[src/rtl/id_ex_alu_stage_if.sv]
// id_ex_alu_stage_if: ID/EX handshake and operand bus; forwarding signals exist only when ALU_FWD_EN is defined
interface id_ex_alu_stage_if #(
  parameter int DATA_W = 32,
  parameter int IMM_W  = 16
);
  logic              in_valid;
  logic              in_ready;
  logic [DATA_W-1:0] rs_data;
  logic [DATA_W-1:0] rt_data;
  logic [IMM_W-1:0]  imm;
  logic              alu_src;
  logic [1:0]        alu_op;
  logic [5:0]        funct;
  logic              flush;
  logic              out_valid;
  logic              out_ready;
  logic [DATA_W-1:0] A;
  logic [DATA_W-1:0] B;
  logic [3:0]        OP;
  logic              illegal;
`ifdef ALU_FWD_EN
  logic [1:0]        fwd_a_sel;
  logic [1:0]        fwd_b_sel;
  logic [DATA_W-1:0] exmem_res;
  logic [DATA_W-1:0] memwb_res;
  modport master (
    output in_valid, rs_data, rt_data, imm, alu_src, alu_op, funct, flush, out_ready,
           fwd_a_sel, fwd_b_sel, exmem_res, memwb_res,
    input  in_ready, out_valid, A, B, OP, illegal
  );
  modport slave (
    input  in_valid, rs_data, rt_data, imm, alu_src, alu_op, funct, flush, out_ready,
           fwd_a_sel, fwd_b_sel, exmem_res, memwb_res,
    output in_ready, out_valid, A, B, OP, illegal
  );
`else
  modport master (
    output in_valid, rs_data, rt_data, imm, alu_src, alu_op, funct, flush, out_ready,
    input  in_ready, out_valid, A, B, OP, illegal
  );
  modport slave (
    input  in_valid, rs_data, rt_data, imm, alu_src, alu_op, funct, flush, out_ready,
    output in_ready, out_valid, A, B, OP, illegal
  );
`endif
endinterface

[src/rtl/id_ex_alu_stage.sv]
// id_ex_alu_stage: single-entry ID/EX register with ALU-control decode and operand select; ALU_FWD_EN adds operand forwarding
module id_ex_alu_stage #(
  parameter int DATA_W = 32,
  parameter int IMM_W  = 16
) (
  input logic               clk,
  input logic               rst_n,
  id_ex_alu_stage_if.slave  bus
);
  localparam logic [3:0] OP_NOP = 4'b1111;
  logic              valid_q, valid_d, ill_q, ill_d, load, clr, ill_dec;
  logic [DATA_W-1:0] a_q, a_d, b_q, b_d, a_src, rt_src, imm_ext;
  logic [3:0]        op_q, op_d, op_dec, funct_op;
  assign bus.in_ready  = !valid_q || bus.out_ready;
  assign load          = bus.in_valid && bus.in_ready && !bus.flush;
  assign clr           = bus.flush || (bus.in_ready && !load);
  assign imm_ext       = {{(DATA_W-IMM_W){bus.imm[IMM_W-1]}}, bus.imm};
  assign bus.out_valid = valid_q;
  assign bus.A         = a_q;
  assign bus.B         = b_q;
  assign bus.OP        = op_q;
  assign bus.illegal   = ill_q;
  // choose forwarded or register-file operands ahead of the pipeline register
  always_comb begin
`ifdef ALU_FWD_EN
    a_src  = bus.fwd_a_sel == 2'b01 ? bus.exmem_res : bus.fwd_a_sel == 2'b10 ? bus.memwb_res : bus.rs_data;
    rt_src = bus.fwd_b_sel == 2'b01 ? bus.exmem_res : bus.fwd_b_sel == 2'b10 ? bus.memwb_res : bus.rt_data;
`else
    a_src  = bus.rs_data;
    rt_src = bus.rt_data;
`endif
  end
  // ALU-control decode; funct 000000 is a legal NOP, any other unknown funct is flagged
  always_comb begin
    funct_op = bus.funct == 6'b100000 ? 4'b0010 :
               bus.funct == 6'b100010 ? 4'b0110 :
               bus.funct == 6'b100100 ? 4'b0000 :
               bus.funct == 6'b100101 ? 4'b0001 :
               bus.funct == 6'b101010 ? 4'b0111 : OP_NOP;
    op_dec   = bus.alu_op == 2'b00 ? 4'b0010 :
               bus.alu_op == 2'b01 ? 4'b0110 :
               bus.alu_op == 2'b10 ? funct_op : OP_NOP;
    ill_dec  = bus.alu_op == 2'b10 && funct_op == OP_NOP && bus.funct != 6'b000000;
  end
  // next state: load a new instruction, clear to NOP when empty or flushed, otherwise hold
  always_comb begin
    valid_d = clr ? 1'b0 : load ? 1'b1 : valid_q;
    a_d     = clr ? '0 : load ? a_src : a_q;
    b_d     = clr ? '0 : load ? (bus.alu_src ? imm_ext : rt_src) : b_q;
    op_d    = clr ? OP_NOP : load ? op_dec : op_q;
    ill_d   = clr ? 1'b0 : load ? ill_dec : ill_q;
  end
  // pipeline register with synchronous active-low reset to an idle NOP
  always_ff @(posedge clk) begin
    if (!rst_n) begin
      valid_q <= 1'b0;
      a_q     <= '0;
      b_q     <= '0;
      op_q    <= OP_NOP;
      ill_q   <= 1'b0;
    end else begin
      valid_q <= valid_d;
      a_q     <= a_d;
      b_q     <= b_d;
      op_q    <= op_d;
      ill_q   <= ill_d;
    end
  end
endmodule

[src/flat_wrapper.sv]
// flat-port wrapper written by rule: the top's interface ports become plain ports
module id_ex_alu_stage_flat 
#(
  parameter int DATA_W = 32,
  parameter int IMM_W  = 16
)
  (clk, rst_n, bus_in_valid, bus_rs_data, bus_rt_data, bus_imm, bus_alu_src, bus_alu_op, bus_funct, bus_flush, bus_out_ready, bus_in_ready, bus_out_valid, bus_A, bus_B, bus_OP, bus_illegal);
  id_ex_alu_stage_if #(.DATA_W(DATA_W), .IMM_W(IMM_W)) bus_i ();
  input logic clk;
  input logic rst_n;
  input wire logic [$bits(bus_i.in_valid)-1:0] bus_in_valid;
  input wire logic [$bits(bus_i.rs_data)-1:0] bus_rs_data;
  input wire logic [$bits(bus_i.rt_data)-1:0] bus_rt_data;
  input wire logic [$bits(bus_i.imm)-1:0] bus_imm;
  input wire logic [$bits(bus_i.alu_src)-1:0] bus_alu_src;
  input wire logic [$bits(bus_i.alu_op)-1:0] bus_alu_op;
  input wire logic [$bits(bus_i.funct)-1:0] bus_funct;
  input wire logic [$bits(bus_i.flush)-1:0] bus_flush;
  input wire logic [$bits(bus_i.out_ready)-1:0] bus_out_ready;
  output wire logic [$bits(bus_i.in_ready)-1:0] bus_in_ready;
  output wire logic [$bits(bus_i.out_valid)-1:0] bus_out_valid;
  output wire logic [$bits(bus_i.A)-1:0] bus_A;
  output wire logic [$bits(bus_i.B)-1:0] bus_B;
  output wire logic [$bits(bus_i.OP)-1:0] bus_OP;
  output wire logic [$bits(bus_i.illegal)-1:0] bus_illegal;
  assign bus_i.in_valid = bus_in_valid;
  assign bus_i.rs_data = bus_rs_data;
  assign bus_i.rt_data = bus_rt_data;
  assign bus_i.imm = bus_imm;
  assign bus_i.alu_src = bus_alu_src;
  assign bus_i.alu_op = bus_alu_op;
  assign bus_i.funct = bus_funct;
  assign bus_i.flush = bus_flush;
  assign bus_i.out_ready = bus_out_ready;
  assign bus_in_ready = bus_i.in_ready;
  assign bus_out_valid = bus_i.out_valid;
  assign bus_A = bus_i.A;
  assign bus_B = bus_i.B;
  assign bus_OP = bus_i.OP;
  assign bus_illegal = bus_i.illegal;
  id_ex_alu_stage #(.DATA_W(DATA_W), .IMM_W(IMM_W)) u_core (.clk(clk), .rst_n(rst_n), .bus(bus_i));
endmodule
[config.mk]
export PLATFORM = sky130hd
export DESIGN_NAME = id_ex_alu_stage_flat
export DESIGN_NICKNAME = d
export VERILOG_FILES = /design/src/rtl/id_ex_alu_stage_if.sv /design/src/rtl/id_ex_alu_stage.sv /design/src/flat_wrapper.sv
export SDC_FILE = /design/constraint.sdc
export NUM_CORES = 1
export LEC_CHECK = 0
export BUFFER_PORTS_ARGS = -buffer_cell sky130_fd_sc_hd__buf_2
export CAP_MARGIN = 0
export CORE_ASPECT_RATIO = 0.5
export CORE_MARGIN = 3
export CORE_UTILIZATION = 40
export DETAILED_ROUTE_END_ITERATION = 8
export GPL_TIMING_DRIVEN = 0
export PLACE_DENSITY = 0.8
export SYNTH_ARGS = -nofsm -noshare
export SYNTH_HDL_FRONTEND = slang
export SYNTH_SLANG_ARGS = --single-unit
[constraint.sdc]
create_clock -name clk -period 1.1 [get_ports clk]
set_input_delay 0.275 -clock clk [delete_from_list [all_inputs] [get_ports clk]]
set_output_delay 0.275 -clock clk [all_outputs]
set_load 0.02 [all_outputs]
==> results.toml, run 1 <==
[sta]
hold_violations = 0
post-route-period-util_pct = 135.4
setup-violations-final = 76
fmax_ghz = 0.6712
tmin_final_ns = 1.490
fin_worst_skew_ns = 0.006795
timing.final.ws_setup_ns = -0.3899
slew_headroom_pct = 58.62
rsz0062_at_grt = "true"
timing.setup.tns_ns = -22.82
timing.final.max_slew_violations = 0
transition_time_at_the_pin_with_the_least_slew_margin_ns = 0.6208

[pwr]
irDropWorstVdd_v = 0.0009183
net_switching_share_of_the_total_power_pct = 27.18
combinationalPowerShare_pct = 20.3
total_power_of_the_final_layout_mw = 6.786
flop_pwr_share_pct = 39.2
total_leakage_power_nw = 2.413
power_density_mw_per_mm2 = 1212
clkPwrFrac_pct = 40.4
switching_power_mw = 1.844
power_report.internal_total_mw = 4.942

[synthesis]
yosys.cell_types.count = 32
synth.ff_latch_count = 70
ys_async_sr_fraction_pct = 0
synth_enable_flop_cells = 0
syn-mean-instance-area_um2 = 8.834
netlist_area_before_placement_mm2 = 0.002924
synthesis.yosys.warnings = 0
seq_area_frac_synth_pct = 47.92
synth-main-ff-cell = "sky130_fd_sc_hd__dfxtp_1"
syn_inst = 331
synthesis.nets = 425

[global_routing]
global_route_wire_length_before_repair_um = 16530
grt_use_total_pct = 24.86
grt_pass1_vias = 3380
antenna_found_initial = 0
grt_start_max_net_pins = 11
overflow = 0

[cts]
ctsRootBufferMaster = "sky130_fd_sc_hd__clkbuf_16"
cts.path.max_buffers = 2
cts_sinks = 70
h-tree-depth = 3
clk_pin_slew_ns = 0.06
cts_inserted_buffers = 9
clock_tree_from_tritoncts = "done"
worstSkewPairLatency_ns = 0.34

[setup_path]
critical_path_peak_fanout = 8
path_depth_of_the_worst_reg2reg_path = 7
crit_path_start_kind = "register"
worst_setup_path_end_kind = "register"
crit_path_start = "u_core.bus.out_valid"
reg2reg_from = "u_core.bus.out_valid"
crit_arrival_ns = 1.72
critPathCapture = "u_core.bus.A[21]"
crit_type = "register to register"
cp.required_ns = 1.33
timing.reg2reg.setup_slack_ns = -0.39
endpoint_of_the_worst_register_to_register_path = "u_core.bus.A[21]"

[placed_design]
io_buffers = 162
gp_congestion = 0.8293
dp_cells = 585
detailed_place_hpwl_um = 6305

[final_layout]
final-instance-count-excl-fill = 639
mostFrequentLayoutCell = "sky130_fd_sc_hd__buf_2"
areaGrowthSynthToFinish_pct = 91.40
filler_cell_count = 368
multi_input_area_mm2 = 0.001749
drive_above_1_share_pct = 70.93
layout_common_cells = "sky130_fd_sc_hd__buf_2 (95), sky130_fd_sc_hd__buf_6 (57), sky130_fd_sc_hd__buf_4 (52)"
layout.area.seq_mm2 = 0.001478
insertedDiodeCount = 0
final_net_count = 638

[floorplanning]
placementRows = 21
boundaryPins = 165
die-area_mm2 = 0.008434
initial_core_util_pct = 42.48
floorplan.core_area_mm2 = 0.006884
die_h_um = 66.46
die_outline_width_um = 126.9

[route]
drtPass1Iterations = 5
routed_via_density = 5.624
vias = 3594
ant_nets = 0
detail_route.drc_violations = 0
drt-wirelength-per-cell_um = 21.02
detailedRoute.firstIterationViolations = 253
postRouteWirelength_um = 13430

[status]
outcome = "finished, violations left"
failed_checks = "setup timing"

[worst_hold_path]
hold_path_class = "primary input to register"
holdCritStartpoint = "bus_rs_data[22]"
hold_depth = 3

[run]
cap_violations = 0
==> layout make-up <==
type,count,area share (%)
clock buffers,13,4.829
multi-input cells,227,31.25
flip-flops and latches,70,26.40
well taps,92,2.057
clock inverters,1,0.08943
inverters,4,0.3577
repair buffers,204,29.71
plain buffers,28,5.298
==> cells in the mapped netlist (2+ instances only) <==
master                      n  area share [%]
sky130_fd_sc_hd__inv_1      2            0.26
sky130_fd_sc_hd__dfxtp_1   70              48
sky130_fd_sc_hd__a211oi_2  10             4.3
sky130_fd_sc_hd__and2_1     2            0.43
sky130_fd_sc_hd__clkbuf_1   7            0.90
sky130_fd_sc_hd__o21ai_0    5            0.86
sky130_fd_sc_hd__buf_4      5             1.3
sky130_fd_sc_hd__nor3_1    64              11
sky130_fd_sc_hd__nand2_1    3            0.39
sky130_fd_sc_hd__buf_6      7             2.7
sky130_fd_sc_hd__o311ai_0   2            0.60
sky130_fd_sc_hd__mux2i_1   15             5.1
sky130_fd_sc_hd__buf_2     11             1.9
sky130_fd_sc_hd__a211oi_1  22             5.6
sky130_fd_sc_hd__a21oi_1   22             3.8
sky130_fd_sc_hd__nor2_1    68             8.7
==> power by group through the flow <==
stage / Sequential (mW) / Clock [mW] / Combinational (mW)
2_1_floorplan: 2.77 / 0 / 0.459
3_3_place_gp: 2.69 / 0 / 0.871
3_5_place_dp: 2.69 / 0 / 0.884
4_1_cts: 2.65 / 2.70 / 1.11
5_1_grt: 2.67 / 2.87 / 1.45
6_report: 2.66 / 2.74 / 1.38
==> per-layer routing <==
layer | global-route usage [%] | part of all wire, % | wire (um)
met5 | 0 | 0 | 0
met4 | 14.17 | 6.5 | 872
met3 | 7.526 | 6.2 | 839
met2 | 44.87 | 50 | 6734
met1 | 26.35 | 37 | 4983
==> flip-flops by register name (all words and copies together), names as in the netlist <==
register	cells
u_core.bus.illegal	1
u_core.bus.OP	4
u_core.bus.B	32
u_core.bus.A	32
u_core.bus.out_valid	1
==> critical path, cell delays in order (launching register included) <==
cell and delay (ns):
sky130_fd_sc_hd__dfxtp_4 0.34, sky130_fd_sc_hd__nor2b_4 0.15, sky130_fd_sc_hd__inv_4 0.09, sky130_fd_sc_hd__buf_6 0.10, sky130_fd_sc_hd__and2_4 0.25, sky130_fd_sc_hd__buf_8 0.18, sky130_fd_sc_hd__nor2_4 0.04, sky130_fd_sc_hd__nor3_1 0.22
==> per-stage QoR <==
stage / utilization (%) / area (um^2) / worst slack (ns) / hold WS, ns
after CTS: 70.70 / 4867 / -0.2798 / 0.1979
after detailed placement: 57.47 / 3956 / -0.3545 / 0.4817
after global placement: 57.47 / 3956 / -0.3368 / 0.4471
after global routing: 81.30 / 5597 / -0.4268 / 0.2052
after floorplan: - / 3030 / -0.2261 / 0.4293
final: 81.30 / 5597 / -0.3899 / 0.2004
==> worst min path at each step <==
| stage | to | slack (ns) |
|---|---|---|
| after CTS | u_core.bus.A[1] | 0.20 |
| after global routing | u_core.bus.A[22] | 0.21 |
| final | u_core.bus.A[22] | 0.20 |
| after global placement | u_core.bus.OP[3] | 0.45 |
| after detailed placement | u_core.bus.illegal | 0.48 |
| after floorplan | u_core.bus.illegal | 0.43 |
==> cells by family (layout without fill, tap and decap cells) <==
kind of cell           Yosys count  count (layout)  share of synthesized area [%]
buffers and inverters           34             250                          7.274
muxes                           15              15                          5.135
AOI/OAI and AO/OA               63              63                          15.75
and+or+nand+nor                149             149                          23.92
DFF                             70              70                          47.92
==> repair_timing <==
action,4_1_cts,5_1_grt
gates resized for setup,139,170
hold buffers,0,0
endpoints found under the setup margin,105,136
pin swaps,13,17
cloned,7,4
setup buffers,17,16
Note: power is estimated with default switching activity, not from simulation.
==> inputs of run 2 (changes only) <==
CTS_BUF_LIST = sky130_fd_sc_hd__clkbuf_16   (was unset)
PLACE_DENSITY = 0.83   (was 0.8)
==> run 2 against run 1 <==
Effect of this change: the run still ends with setup timing left; non-clock buffer count decreased by 14; highest routed layer unchanged; clock-buffer cell count is 4 lower; critical endpoint is now u_core.bus.A[26]; register-to-register slack improved by 0.05 ns; sequential cell count stayed put.
==> results.toml, run 2 (synthesis gave the netlist of run 1 again) <==
[status]
outcome = "finished, violations left"
failed_checks = "setup timing"

[global_routing]
grt_start_max_net_pins = 12
global_route_wire_length_before_repair_um = 14100
grt_pass1_vias = 2989
grt_use_total_pct = 20.92
overflow = 0
antenna_found_initial = 0

[final_layout]
drive_above_1_share_pct = 67.54
filler_cell_count = 412
finalCoreUtilization_pct = 77.88
final_cell_area_mm2 = 0.005361
final_net_count = 625
mostFrequentLayoutCell = "sky130_fd_sc_hd__buf_2"
insertedDiodeCount = 0
layout.area.seq_mm2 = 0.001468
layout_common_cells = "sky130_fd_sc_hd__buf_2 (96), sky130_fd_sc_hd__buf_6 (54), sky130_fd_sc_hd__nor2_1 (52)"
areaGrowthSynthToFinish_pct = 83.35
multi_input_area_mm2 = 0.001720

[setup_path]
crit_arrival_ns = 1.67
critPathBufInv = 3
worst_path_cell_trace = "nor2b_4, inv_4, buf_12, nand2_8, buf_8, nor3_1, nor3_1"
cpPeakStageDelay_ns = 0.34
cpLargestDelayFamily = "simple AND/OR/NAND/NOR gates"
crit_path_start_kind = "register"
timing.critical_path.mode_cell = "sky130_fd_sc_hd__nor3_1"
reg2reg_from = "u_core.bus.out_valid"
critPathCapture = "u_core.bus.A[26]"
path_depth_of_the_worst_reg2reg_path = 7
worstSetupPathDepth = 7
critical_path_peak_fanout = 5
timing.reg2reg.setup_slack_ns = -0.34
cp_slowest_cell = "sky130_fd_sc_hd__dfxtp_4"
crit_type = "register to register"
cp.required_ns = 1.33
endpoint_of_the_worst_register_to_register_path = "u_core.bus.A[26]"
worst_setup_path_end_kind = "register"
crit_path_start = "u_core.bus.out_valid"

[pwr]
clkPwrFrac_pct = 38.8
power_report.internal_total_mw = 4.684
combinationalPowerShare_pct = 19.9
power_density_mw_per_mm2 = 1202
switching_power_mw = 1.762
flop_pwr_share_pct = 41.3
net_switching_share_of_the_total_power_pct = 27.33
irDropWorstVdd_v = 0.0009480
total_leakage_power_nw = 2.342

[sta]
timing.setup.tns_ns = -17.35
timing.final.ws_setup_ns = -0.3380
hold_violations = 0
transition_time_at_the_pin_with_the_least_slew_margin_ns = 0.7461
timing.final.max_slew_violations = 0
post-route-period-util_pct = 130.7
tmin_final_ns = 1.438
fmax_ghz = 0.6954
slew_headroom_pct = 50.26
setup-violations-final = 73
fin_worst_skew_ns = 0.006905
rsz0062_at_grt = "true"

[placed_design]
detailed_place.area_mm2 = 0.003956
pre_cts_slack_ns = -0.3566
gp_congestion = 0.7657
detailed_place_hpwl_um = 6262
io_buffers = 162

[cts]
cts.path.max_buffers = 2
clk_pin_slew_ns = 0.06
cts_sinks = 70
clock_tree_from_tritoncts = "done"
worstSkewPairLatency_ns = 0.33
cts_inserted_buffers = 9
h-tree-depth = 3
ctsRootBufferMaster = "sky130_fd_sc_hd__clkbuf_16"

[route]
detailedRoute.firstIterationViolations = 221
detail_route.drc_violations = 0
drt-wirelength-per-cell_um = 18.60
postRouteWirelength_um = 11680
drtPass1Iterations = 4
ant_nets = 0
routed_via_density = 5.432
vias = 3411

[floorplanning]
die_h_um = 66.46
die-area_mm2 = 0.008434
die_outline_width_um = 126.9
floorplan.core_area_mm2 = 0.006884
boundaryPins = 165
initial_core_util_pct = 42.48
placementRows = 21

[worst_hold_path]
hold_path_class = "primary input to register"

[run]
cap_violations = 0
## run 2: changes by cell type in the layout (fill, tap and decap cells not counted), moves of 3 or more
| cell | delta |
|---|---|
| sky130_fd_sc_hd__buf_4 | -6 |
| sky130_fd_sc_hd__buf_6 | -3 |
| sky130_fd_sc_hd__buf_8 | -5 |
| sky130_fd_sc_hd__clkbuf_4 | -3 |
| sky130_fd_sc_hd__clkbuf_8 | -3 |
| sky130_fd_sc_hd__dfxtp_4 | -3 |
| sky130_fd_sc_hd__inv_1 | +4 |
| sky130_fd_sc_hd__nor2_1 | +5 |
| sky130_fd_sc_hd__nor2_4 | -6 |
| sky130_fd_sc_hd__nor3_2 | -7 |
| sky130_fd_sc_hd__nor3_4 | +6 |
## run 2: final cells by class
type	instances	area share [%]
Clock inverter	7	0.5134
Inverter	4	0.3267
Multi-Input combinational cell	228	32.09
Tap cell	92	2.147
Clock buffer	9	4.201
Timing Repair Buffer	189	27.61
Buffer	29	5.741
Sequential cell	70	27.37
## run 2: routing by layer
layer | wire, um | track usage (%) | up-vias
met5 | 0 | 0 | -
met4 | 456 | 6.417 | 0
met3 | 758 | 7.206 | 51
met2 | 6051 | 36.78 | 149
met1 | 4413 | 24.38 | 1639
li1 | - | - | 1572
## run 2: how the worst min path moves through the flow
stage,from,to,slack (ns),cells after the start
after floorplan,bus_alu_op[1],u_core.bus.illegal,0.43,2
after global placement,u_core.bus.OP[0],u_core.bus.OP[0],0.46,2
after detailed placement,u_core.bus.OP[0],u_core.bus.OP[0],0.47,2
after CTS,bus_rs_data[31],u_core.bus.A[31],0.20,3
after global routing,bus_rs_data[0],u_core.bus.A[0],0.22,3
final,bus_rs_data[0],u_core.bus.A[0],0.21,3
## run 2: timing repair
action | in CTS | in global routing
hold buffers | 0 | 0
setup buffers | 8 | 12
setup endpoints to repair | 100 | 139
gates resized for setup | 49 | 224
cloned | 2 | 6
pin swaps | 3 | 29
## run 2: power by group through the flow
| stage | combinational (mW) | sequential, mW | clock, mW |
|---|---|---|---|
| 4_1_cts | 0.951 | 2.64 | 2.51 |
| 3_5_place_dp | 0.881 | 2.69 | 0 |
| 2_1_floorplan | 0.459 | 2.77 | 0 |
| 6_report | 1.28 | 2.66 | 2.50 |
| 5_1_grt | 1.36 | 2.67 | 2.64 |
| 3_3_place_gp | 0.870 | 2.69 | 0 |
## run 2: metrics by stage
stage | instances | total power, mW | hold slack, ns
floorplan | 331 | 3.233 | 0.4293
global placement | 585 | 3.558 | 0.4562
detailed placement | 585 | 3.571 | 0.4739
CTS | 610 | 6.096 | 0.1991
global route | 628 | 6.667 | 0.2173
finish | 628 | 6.445 | 0.2054
## run 2: worst reg2reg max path, cell delays in order (launching register included)
cell,delay (ns)
sky130_fd_sc_hd__dfxtp_4,0.34
sky130_fd_sc_hd__nor2b_4,0.24
sky130_fd_sc_hd__inv_4,0.09
sky130_fd_sc_hd__buf_12,0.14
sky130_fd_sc_hd__nand2_8,0.09
sky130_fd_sc_hd__buf_8,0.14
sky130_fd_sc_hd__nor3_1,0.06
sky130_fd_sc_hd__nor3_1,0.23
==> inputs of run 3 (changes only) <==
BUFFER_PORTS_ARGS = unset   (was -buffer_cell sky130_fd_sc_hd__buf_2)
CORE_MARGIN = 1.5   (was 3)
DONT_BUFFER_PORTS = 1   (was unset)
PLACE_DENSITY = 0.62   (was 0.83)
==> run 3 against run 2 <==
Effect of this change: the run still ends with setup timing left; routed wire length shrank 34%; first-iteration DRC count shrank 45%; worst setup slack gained 0.058 ns.
==> results.toml, run 3 (synthesis gave the netlist of run 1 again) <==
[status]
outcome = "finished, violations left"
failed_checks = "setup timing"

[sta]
timing.final.max_slew_violations = 0
slew_headroom_pct = 72.18
fmax_ghz = 0.7245
fin_worst_skew_ns = 0.001980
final.hold.worst_slack_ns = 0.1005
transition_time_at_the_pin_with_the_least_slew_margin_ns = 0.4172
setup-violations-final = 71
rsz0062_at_grt = "true"
post-route-period-util_pct = 125.5
tmin_final_ns = 1.380
hold_violations = 0
timing.final.ws_setup_ns = -0.2803

[floorplanning]
placementRows = 21
boundaryPins = 165
floorplan.core_area_mm2 = 0.006884
initial_core_util_pct = 42.48
die_outline_width_um = 123.9
die_h_um = 63.46
die-area_mm2 = 0.007863

[pwr]
power_density_mw_per_mm2 = 1563
total_leakage_power_nw = 1.356
irDropWorstVdd_v = 0.0009222

[cts]
ctsRootBufferMaster = "sky130_fd_sc_hd__clkbuf_16"
h-tree-depth = 3
worstSkewPairLatency_ns = 0.32
cts.path.max_buffers = 2
ctsHoldBuffers = 0
cts_inserted_buffers = 9
cts_sinks = 70
clk_pin_slew_ns = 0.05
clock_tree_from_tritoncts = "done"

[setup_path]
crit_path_start = "u_core.bus.out_valid"
crit_arrival_ns = 1.62
critical_path_peak_fanout = 10
cp.required_ns = 1.34
path_depth_of_the_worst_reg2reg_path = 7
crit_type = "register to register"
worst_setup_path_end_kind = "register"
crit_path_start_kind = "register"
reg2reg_from = "u_core.bus.out_valid"

[worst_hold_path]
holdCritStartpoint = "bus_alu_op[1]"
hold_path_class = "primary input to register"
hold_depth = 2

[final_layout]
filler_cell_count = 628
mostFrequentLayoutCell = "sky130_fd_sc_hd__nor3_1"
insertedDiodeCount = 0
final_net_count = 445
drive_above_1_share_pct = 36.34
areaGrowthSynthToFinish_pct = 27.98
finalCoreUtilization_pct = 54.36
layout_common_cells = "sky130_fd_sc_hd__nor3_1 (60), sky130_fd_sc_hd__dfxtp_1 (56), sky130_fd_sc_hd__nor2_1 (43)"

[global_routing]
grt_pass1_vias = 2491
grt_use_total_pct = 19.75
grt_start_max_net_pins = 11
antenna_found_initial = 0
global_route_wire_length_before_repair_um = 11890
overflow = 0

[route]
ant_nets = 0
postRouteWirelength_um = 7726
detailedRoute.firstIterationViolations = 122
drtPass1Iterations = 5
vias = 2483
detail_route.drc_violations = 0
drt-wirelength-per-cell_um = 17.28
routed_via_density = 5.555

[run]
cap_violations = 0

[placed_design]
detailed_place_hpwl_um = 5575
gp_congestion = 0.6974
io_buffers = 0
run 3: cell count changes in the layout (fill, tap and decap cells not counted), sizes merged:
cell / change
buf: -177
clkbuf: -2
clkinv: +1
inv: -2
nand2: -1
run 3: through the flow:
stage | std cells | power (mW) | setup slack (ns) | area [um^2] | setup TNS (ns)
after global routing | 447 | 6.135 | -0.3702 | 3742 | -22.56
final | 447 | 5.849 | -0.2803 | 3742 | -16.75
after detailed placement | 423 | 3.349 | -0.4049 | 3146 | -22.37
after global placement | 423 | 3.323 | -0.3793 | 3146 | -21.05
after floorplan | 331 | 3.233 | -0.2261 | 3030 | -10.33
after CTS | 446 | 5.906 | -0.3002 | 3681 | -18.78
run 3: critical path, cell delays in order, from the launching register on:
cell,delay (ns)
sky130_fd_sc_hd__dfxtp_4,0.36
sky130_fd_sc_hd__nor2b_4,0.16
sky130_fd_sc_hd__buf_6,0.12
sky130_fd_sc_hd__nor2_4,0.12
sky130_fd_sc_hd__buf_8,0.15
sky130_fd_sc_hd__buf_6,0.14
sky130_fd_sc_hd__nor2_1,0.05
sky130_fd_sc_hd__a211oi_2,0.20
run 3: layout make-up:
type	instances	area (um^2)	area share, %
Multi-Input combinational cell	227	1560	41.69
Tap cell	92	115.1	3.076
Sequential cell	70	1421	37.98
Clock inverter	6	22.52	0.6018
Inverter	4	17.52	0.4681
Buffer	29	272.8	7.289
Timing Repair Buffer	10	107.6	2.875
Clock buffer	9	225.2	6.018
run 3: worst paths after layout:
kind | endpoint | slack (ns)
setup / recovery | u_core.bus.B[27] | -0.28
hold / removal | u_core.bus.OP[0] | 0.10
setup reg to reg | u_core.bus.B[27] | -0.28
hold reg to reg | u_core.bus.A[13] | 0.55
run 3: routing by layer:
metal	global-route usage (%)	routed length [um]
met4	5.824	65
met2	33.84	3760
met3	8.696	699
met5	0	0
met1	22.22	3199
run 3: what timing repair did:
| item | 4_1_cts | 5_1_grt |
|---|---|---|
| gates resized for setup | 71 | 17 |
| cloned | 3 | 0 |
| pin swaps | 7 | 5 |
| endpoints found under the setup margin | 71 | 76 |
| buffers inserted | 6 | 1 |
run 3: where the power goes:
part	internal, mW	total, mW	switching (mW)
registers	2.61	2.75	0.138
logic	0.287	0.679	0.392
clock network	1.46	2.42	0.961
total	4.36	5.85	1.49
